===== config.mk =====
export PLATFORM = sky130hd
export DESIGN_NAME = iter_divider
export DESIGN_NICKNAME = d
export VERILOG_FILES = /design/src/rtl/iter_divider_pkg.sv /design/src/rtl/iter_divider_div_step.sv /design/src/rtl/iter_divider.sv
export SDC_FILE = /design/constraint.sdc
export NUM_CORES = 1
export LEC_CHECK = 0
export BUFFER_PORTS_ARGS = -buffer_cell sky130_fd_sc_hd__buf_2
export CAP_MARGIN = 40
export CORE_MARGIN = 2
export CORE_UTILIZATION = 33
export CTS_CLUSTER_SIZE = 8
export DETAILED_ROUTE_END_ITERATION = 10
export GPL_TIMING_DRIVEN = 0
export PLACE_DENSITY_LB_ADDON = 0.25
export SLEW_MARGIN = 20
export SYNTH_ARGS = -nofsm -noshare
export SYNTH_HDL_FRONTEND = slang
export SYNTH_SLANG_ARGS = --single-unit

===== constraint.sdc =====
create_clock -name clk -period 5.9 [get_ports clk]
set_input_delay 0.295 -clock clk [delete_from_list [all_inputs] [get_ports clk]]
set_output_delay 0.295 -clock clk [all_outputs]
set_load 0.05 [all_outputs]

===== src/rtl/iter_divider_pkg.sv =====
// Shared definitions for the iterative radix-2 restoring divider.
package iter_divider_pkg;

    // Default datapath geometry; the counter must be able to count to DIV_WIDTH-1.
    localparam int DIV_WIDTH   = 32;
    localparam int DIV_CNT_W   = 6;

    // Cycles from the accepting edge to the done pulse: WIDTH steps plus the sign fix.
    localparam int DIV_LATENCY = DIV_WIDTH + 1;

    // Controller states: load in IDLE, one restoring step per CALC cycle, sign fix in FIX.
    typedef enum logic [1:0] {
        ST_IDLE = 2'd0,
        ST_CALC = 2'd1,
        ST_FIX  = 2'd2
    } div_state_e;

    // Two's-complement magnitude of an operand when it is treated as signed.
    function automatic logic [DIV_WIDTH-1:0] div_mag(input logic neg,
                                                     input logic [DIV_WIDTH-1:0] v);
        return neg ? (~v + DIV_WIDTH'(1)) : v;
    endfunction

endpackage : iter_divider_pkg


===== src/rtl/iter_divider_div_step.sv =====
// One restoring-division step: shift the next dividend bit into the partial
// remainder, subtract the divisor when it fits and record the quotient bit.
module iter_divider_div_step #(
    parameter int WIDTH = 32
) (
    input  logic [WIDTH-1:0] r_in,
    input  logic [WIDTH-1:0] q_in,
    input  logic [WIDTH-1:0] d,
    output logic [WIDTH-1:0] r_out,
    output logic [WIDTH-1:0] q_out
);

    logic [WIDTH:0] shifted;
    logic           ge;

    // The compare runs one bit wider so the bit shifted out of r is not lost;
    // when it fits, the difference is below d and so fits back into WIDTH bits.
    always_comb begin
        shifted = {r_in, q_in[WIDTH-1]};
        ge      = (shifted >= {1'b0, d});
        r_out   = ge ? (shifted[WIDTH-1:0] - d) : shifted[WIDTH-1:0];
        q_out   = {q_in[WIDTH-2:0], ge};
    end

endmodule : iter_divider_div_step


===== src/rtl/iter_divider.sv =====
// Multi-cycle DIV/DIVU unit: quotient to LO, remainder to HI, abortable.
// Handshake: start is taken only in IDLE with abort low; busy is high from the
// next cycle through the done cycle; done is a one-cycle pulse during which
// quot/rem/div_zero carry the new result, and they hold it until the next done.
module iter_divider
    import iter_divider_pkg::*;
#(
    parameter int WIDTH = DIV_WIDTH,
    parameter int CNT_W = DIV_CNT_W
) (
    input  logic             clk,
    input  logic             rst_n,
    input  logic             start,
    input  logic             sign,
    input  logic [WIDTH-1:0] dividend,
    input  logic [WIDTH-1:0] divisor,
    input  logic             abort,
    output logic             busy,
    output logic             done,
    output logic [WIDTH-1:0] quot,
    output logic [WIDTH-1:0] rem,
    output logic             div_zero
);

    div_state_e       state_q, state_d;
    logic [CNT_W-1:0] cnt_q, cnt_d;
    logic [WIDTH-1:0] r_q, r_d;        // partial remainder
    logic [WIDTH-1:0] q_q, q_d;        // dividend bits shifting out, quotient shifting in
    logic [WIDTH-1:0] d_q, d_d;        // divisor magnitude
    logic [WIDTH-1:0] a_raw_q, a_raw_d;// untouched dividend, returned on divide by zero
    logic             qneg_q, qneg_d;
    logic             rneg_q, rneg_d;
    logic             dz_q, dz_d;      // in-flight op has a zero divisor
    logic [WIDTH-1:0] quot_q, quot_d;
    logic [WIDTH-1:0] rem_q, rem_d;
    logic             div_zero_q, div_zero_d;

    logic [WIDTH-1:0] step_r, step_q;
    logic [WIDTH-1:0] fix_quot, fix_rem;
    logic             a_neg, b_neg;

    iter_divider_div_step #(.WIDTH(WIDTH)) u_step (
        .r_in  (r_q),
        .q_in  (q_q),
        .d     (d_q),
        .r_out (step_r),
        .q_out (step_q)
    );

    // Final result with signs applied; a zero divisor bypasses the sign fix.
    always_comb begin
        a_neg    = sign & dividend[WIDTH-1];
        b_neg    = sign & divisor[WIDTH-1];
        fix_quot = dz_q ? '1      : (qneg_q ? (~q_q + WIDTH'(1)) : q_q);
        fix_rem  = dz_q ? a_raw_q : (rneg_q ? (~r_q + WIDTH'(1)) : r_q);
    end

    // Next-state logic: operand load, iteration, sign fix and abort override.
    always_comb begin
        state_d    = state_q;
        cnt_d      = cnt_q;
        r_d        = r_q;
        q_d        = q_q;
        d_d        = d_q;
        a_raw_d    = a_raw_q;
        qneg_d     = qneg_q;
        rneg_d     = rneg_q;
        dz_d       = dz_q;
        quot_d     = quot_q;
        rem_d      = rem_q;
        div_zero_d = div_zero_q;
        done       = 1'b0;
        case (state_q)
            ST_IDLE: begin
                if (start && !abort) begin
                    q_d     = a_neg ? (~dividend + WIDTH'(1)) : dividend;
                    d_d     = b_neg ? (~divisor + WIDTH'(1)) : divisor;
                    a_raw_d = dividend;
                    qneg_d  = a_neg ^ b_neg;
                    rneg_d  = a_neg;
                    dz_d    = (divisor == '0);
                    r_d     = '0;
                    cnt_d   = '0;
                    state_d = ST_CALC;
                end
            end
            ST_CALC: begin
                r_d   = step_r;
                q_d   = step_q;
                cnt_d = cnt_q + CNT_W'(1);
                if (cnt_q == CNT_W'(WIDTH - 1)) begin
                    state_d = ST_FIX;
                end
            end
            ST_FIX: begin
                done       = 1'b1;
                quot_d     = fix_quot;
                rem_d      = fix_rem;
                div_zero_d = dz_q;
                state_d    = ST_IDLE;
            end
            default: state_d = ST_IDLE;
        endcase
        // Abort cancels the owning instruction: no done, prior results kept.
        if (abort && (state_q != ST_IDLE)) begin
            state_d    = ST_IDLE;
            done       = 1'b0;
            quot_d     = quot_q;
            rem_d      = rem_q;
            div_zero_d = div_zero_q;
        end
    end

    // Outputs show the fresh result during the done cycle, the held one otherwise.
    always_comb begin
        busy     = (state_q != ST_IDLE);
        quot     = done ? fix_quot : quot_q;
        rem      = done ? fix_rem  : rem_q;
        div_zero = done ? dz_q     : div_zero_q;
    end

    // State and datapath registers.
    always_ff @(posedge clk or negedge rst_n) begin
        if (!rst_n) begin
            state_q    <= ST_IDLE;
            cnt_q      <= '0;
            r_q        <= '0;
            q_q        <= '0;
            d_q        <= '0;
            a_raw_q    <= '0;
            qneg_q     <= 1'b0;
            rneg_q     <= 1'b0;
            dz_q       <= 1'b0;
            quot_q     <= '0;
            rem_q      <= '0;
            div_zero_q <= 1'b0;
        end else begin
            state_q    <= state_d;
            cnt_q      <= cnt_d;
            r_q        <= r_d;
            q_q        <= q_d;
            d_q        <= d_d;
            a_raw_q    <= a_raw_d;
            qneg_q     <= qneg_d;
            rneg_q     <= rneg_d;
            dz_q       <= dz_d;
            quot_q     <= quot_d;
            rem_q      <= rem_d;
            div_zero_q <= div_zero_d;
        end
    end

endmodule : iter_divider

==> summary.md <==
| Metric | Value |
|---|---|
| Synthesis-stage register bit count | 204 |
| Clock H-tree levels | 1 |
| Reg area | between 5000 and 6000 sq um |
| Synth top area cells | dfrtp_1 42%, nand2_1 7.5%, o21ai_0 7.2%, xor2_1 6.9%, a21oi_1 4.8% |
| Reg power frac | 33.3% |
| Synthesized area per cell | 8.44 sq um |
| Combinational share of power | 41.8% |
| Asr flop ratio synth | 100% |
| YS warnings | 0 |
| WP data required | around 5.6 ns |
| Yosys top cell by area | dfrtp_1 |
| Pwr dens | between 400 and 500 nW/um^2 |
| RSZ-0062 raised after global routing | false |
| EDFF count, synth | 0 |
| CTS tree | yes |
| Final Hold Vio Count | 0 |
| Status | finished clean |
| GRT Residual Overflow | 0 |
| Final Cycle Share | 75.9% |
| CORE AREA | 36500 sq um |
| TNS Setup | 0 ns |
| WS Path Type | reg -> out |
| Mapped Nets | 1556 |
| I/O Pins | 136 |
| Largest net degree at the start of global routing | between 90 and 100 |
| Drt drc | 0 |
| Sequential share of the synthesized area | 41.7% |
| Max-cap viol count | 0 |
| Layout cells sized above 1 | about an eighth |
| Post_cts resized | 0 |
| Top cell type's share of synthesized area | between 40% and 50% |
| Dpl hpwl | slightly below 30000 microns |
| Largest fanout on the critical path | 5 |
| Final slew viol count | 0 |
| P&R area growth vs syn | 20.1% |
| Clk pwr share | 24.9% |
| DR iter-0 viols | 592 |
| First-pass GRT wire length | 59900 microns |
| GRT Overall Usage | between 10% and 20% |
| # rows | 70 |
| Leakage | 6.75 nW |
| Final nets | 1756 |
| Switching Fraction | between 40% and 50% |
| Critical path startpoint category | register |
| Gpl congestion | 0.898 |
| Die Wd | ~200 microns |
| Min cycle time layout | 4.48 ns |
| CP arrival | ~4.2 ns |
| Vias per inst | 5.16 |
| Netlist Area Pre-Place | 12200 sq um |
| Most common flop cell mapped by yosys | dfrtp_1 |
| Port Buffers | between 100 and 150 |
| Number of clock sinks | 204 |
| Total power | 0.00621 W |
| Num CTS Buffers | 30 |
| Drt pass-1 iters | 5 |
| Slowest cell on crit path | or4b_4 |
| FMAX | 223 MHz |
| Footprint of the multi-input gates | 6640 sq um |
| Initial Util | 33.5% |
| Vias in the first global route | approximately 11000 |
| Design area | 14700 sq um |
| # setup viols final | 0 |
| Fillers | 3732 |
| Hold Crit Class | in -> reg |
| Post-Route WL | 37700 microns |
| Worst Setup End Kind | output port |
| Peak VDD IR | 204 uV |
| Clock Skews | roughly 0.015 ns |
| Yosys cell types | 59 |
| Commonest cells in the netlist | 246 x nand2_1, 204 x dfrtp_1, 175 x o21ai_0, 118 x a21oi_1, 115 x nor2_1 |
| Worst-margin pin slew | between 0.7 and 0.8 ns |
| Routed WL per cell | 17.8 microns |
| Clk_lat worst skew | about 0.57 ns |
| CP Cell Sequence | nor4_1, nand2_1, or4b_4, or2_4, or4_4, o41ai_2, xor2_1, nor2_1, a21oi_1, o21ai_1, buf_2 |
| Count leader, synth | nand2_1 |
| Net switching power | 0.00256 W |
| Antenna Violating Nets Remaining | 0 |
| Worst-path clk slew | 0.05 ns |
| CP delay by family, top | simple AND/OR/NAND/NOR gates |
| Gate count of the mapped netlist | 1449 |
| Clock buffer depth | 3 |
| Bufs and invs on worst path | 1 |
| CTS Root Cell | clkbuf_16 |
| Initial antenna violation count | 0 |
| Die area | 38600 sq um |
| Area after DPL | 13600 sq um |
| P_int | around 0.0036 W |
| Worst slew margin | between 40% and 50% |
| Core Util, Final | around two fifths |
| Die height | a little under 200 microns |
| DR vias | 10900 |
| CP max stage delay | roughly 0.60 ns |
-- worst paths after layout --
| path | from | endpoint | slack [ns] | depth (start not counted) |
|---|---|---|---|---|
| max | r_q[5]$_DFFE_PN0P_ | rem[29] | 1.42 | 11 |
| min reg2reg | d_q[10]$_DFFE_PN0P_ | d_q[10]$_DFFE_PN0P_ | 0.48 | 2 |
| max reg2reg | r_q[5]$_DFFE_PN0P_ | r_q[28]$_DFFE_PN0P_ | 1.67 | 12 |
| max in group asynchronous | rst_n | d_q[1]$_DFFE_PN0P_ | 4.88 | 3 |
| min in group asynchronous | rst_n | quot_q[29]$_DFFE_PN0P_ | 0.22 | 2 |
| min | dividend[24] | a_raw_q[24]$_DFFE_PN0P_ | 0.03 | 3 |
-- state kept, by name, summed over array words and instances (netlist names) --
| register | cells |
|---|---|
| rneg_q | 1 |
| cnt_q | 6 |
| dz_q | 1 |
| rem_q | 32 |
| state_q | 2 |
| d_q | 32 |
| r_q | 32 |
| a_raw_q | 32 |
| quot_q | 32 |
| q_q | 32 |
| div_zero_q | 1 |
| qneg_q | 1 |
-- cell families after synthesis --
| logic type | Yosys count | share of synthesized area, % |
|---|---|---|
| AND/OR/NAND/NOR | 486 | 17.8 |
| adder cells (fa/ha/maj) | 38 | 3.95 |
| XOR/XNOR | 146 | 10.4 |
| multiplexers | 9 | 0.736 |
| flip-flops | 204 | 41.7 |
| AO/OA/AOI/OAI | 437 | 21.3 |
| buffers and inverters | 129 | 4.04 |
-- final cells by class --
cell class	instances	share of cell area, %
diodes	1	0.0170
plain buffers	73	1.93
clock buffers	33	5.39
clock inverters	2	0.170
inverters	56	1.43
multi-input cells	1116	45.2
flip-flops and latches	204	34.7
well taps	468	3.99
repair buffers	168	7.11
-- timing repair --
item / in CTS / in global routing
setup buffers: 0 / 0
hold buffers: 30 / 0
hold endpoints to repair: 79 / 0
-- through the flow --
stage	std cells	hold slack, ns	worst slack, ns
2_1_floorplan	1449	-0.000591	2.00
6_report	2121	0.0251	1.42
3_5_place_dp	2055	0.215	1.68
4_1_cts	2120	0.00185	1.43
3_3_place_gp	2051	0.459	0.924
5_1_grt	2120	0.0414	1.13
-- cells in the final DEF (no fill, tap or decap), drive strengths merged, types with 4 or more instances in the layout --
cell / synthesis / final
a22o: 9 / 9
o21bai: 7 / 7
dfrtp: 204 / 204
nor2: 115 / 115
nor3b: 4 / 4
o21ai: 180 / 180
nor3: 15 / 15
a2111oi: 4 / 4
nand4: 5 / 5
and3: 6 / 6
a211oi: 4 / 4
dlygate4sd3: 0 / 30
xnor2: 49 / 49
o211ai: 4 / 4
clkbuf: 63 / 96
a21oi: 118 / 118
or2: 5 / 5
xor2: 97 / 97
nor2b: 9 / 9
o31ai: 27 / 27
nor4: 13 / 13
nand2: 246 / 246
inv: 55 / 55
a22oi: 30 / 30
or4: 12 / 12
buf: 10 / 148
a21o: 15 / 15
o41ai: 17 / 17
mux2i: 9 / 9
a32oi: 9 / 9
nand2b: 10 / 10
a31oi: 5 / 5
ha: 37 / 37
nand3: 15 / 15
or3: 19 / 19
-- layer usage --
layer	vias to the layer above	GRT usage, %	wire length [microns]
li1	5453	-	-
met1	5170	26.0	17400
met2	250	33.4	17800
met3	66	2.50	1590
met4	0	5.30	966
met5	-	0	0
-- worst register-to-register path, stage by stage (launching register included) --
cell and delay, ns:
dfrtp_1 0.48, ha_1 0.41, a211oi_1 0.26, o21bai_1 0.15
nor4_1 0.29, o21ai_0 0.33, o41ai_1 0.66, a21oi_1 0.29
a21oi_1 0.42, clkbuf_1 0.49, a21oi_1 0.14, a21oi_1 0.14
a21oi_1 0.05
-- power by group through the flow --
stage | logic (W) | clock network, W | registers (W)
after global placement | 0.00254 | 0 | 0.00207
after global routing | 0.00294 | 0.00163 | 0.00212
after floorplan | 0.00196 | 0 | 0.00194
after detailed placement | 0.00257 | 0 | 0.00208
final | 0.00260 | 0.00154 | 0.00207
after CTS | 0.00259 | 0.00158 | 0.00206
Power figures use the tool's default switching activity.
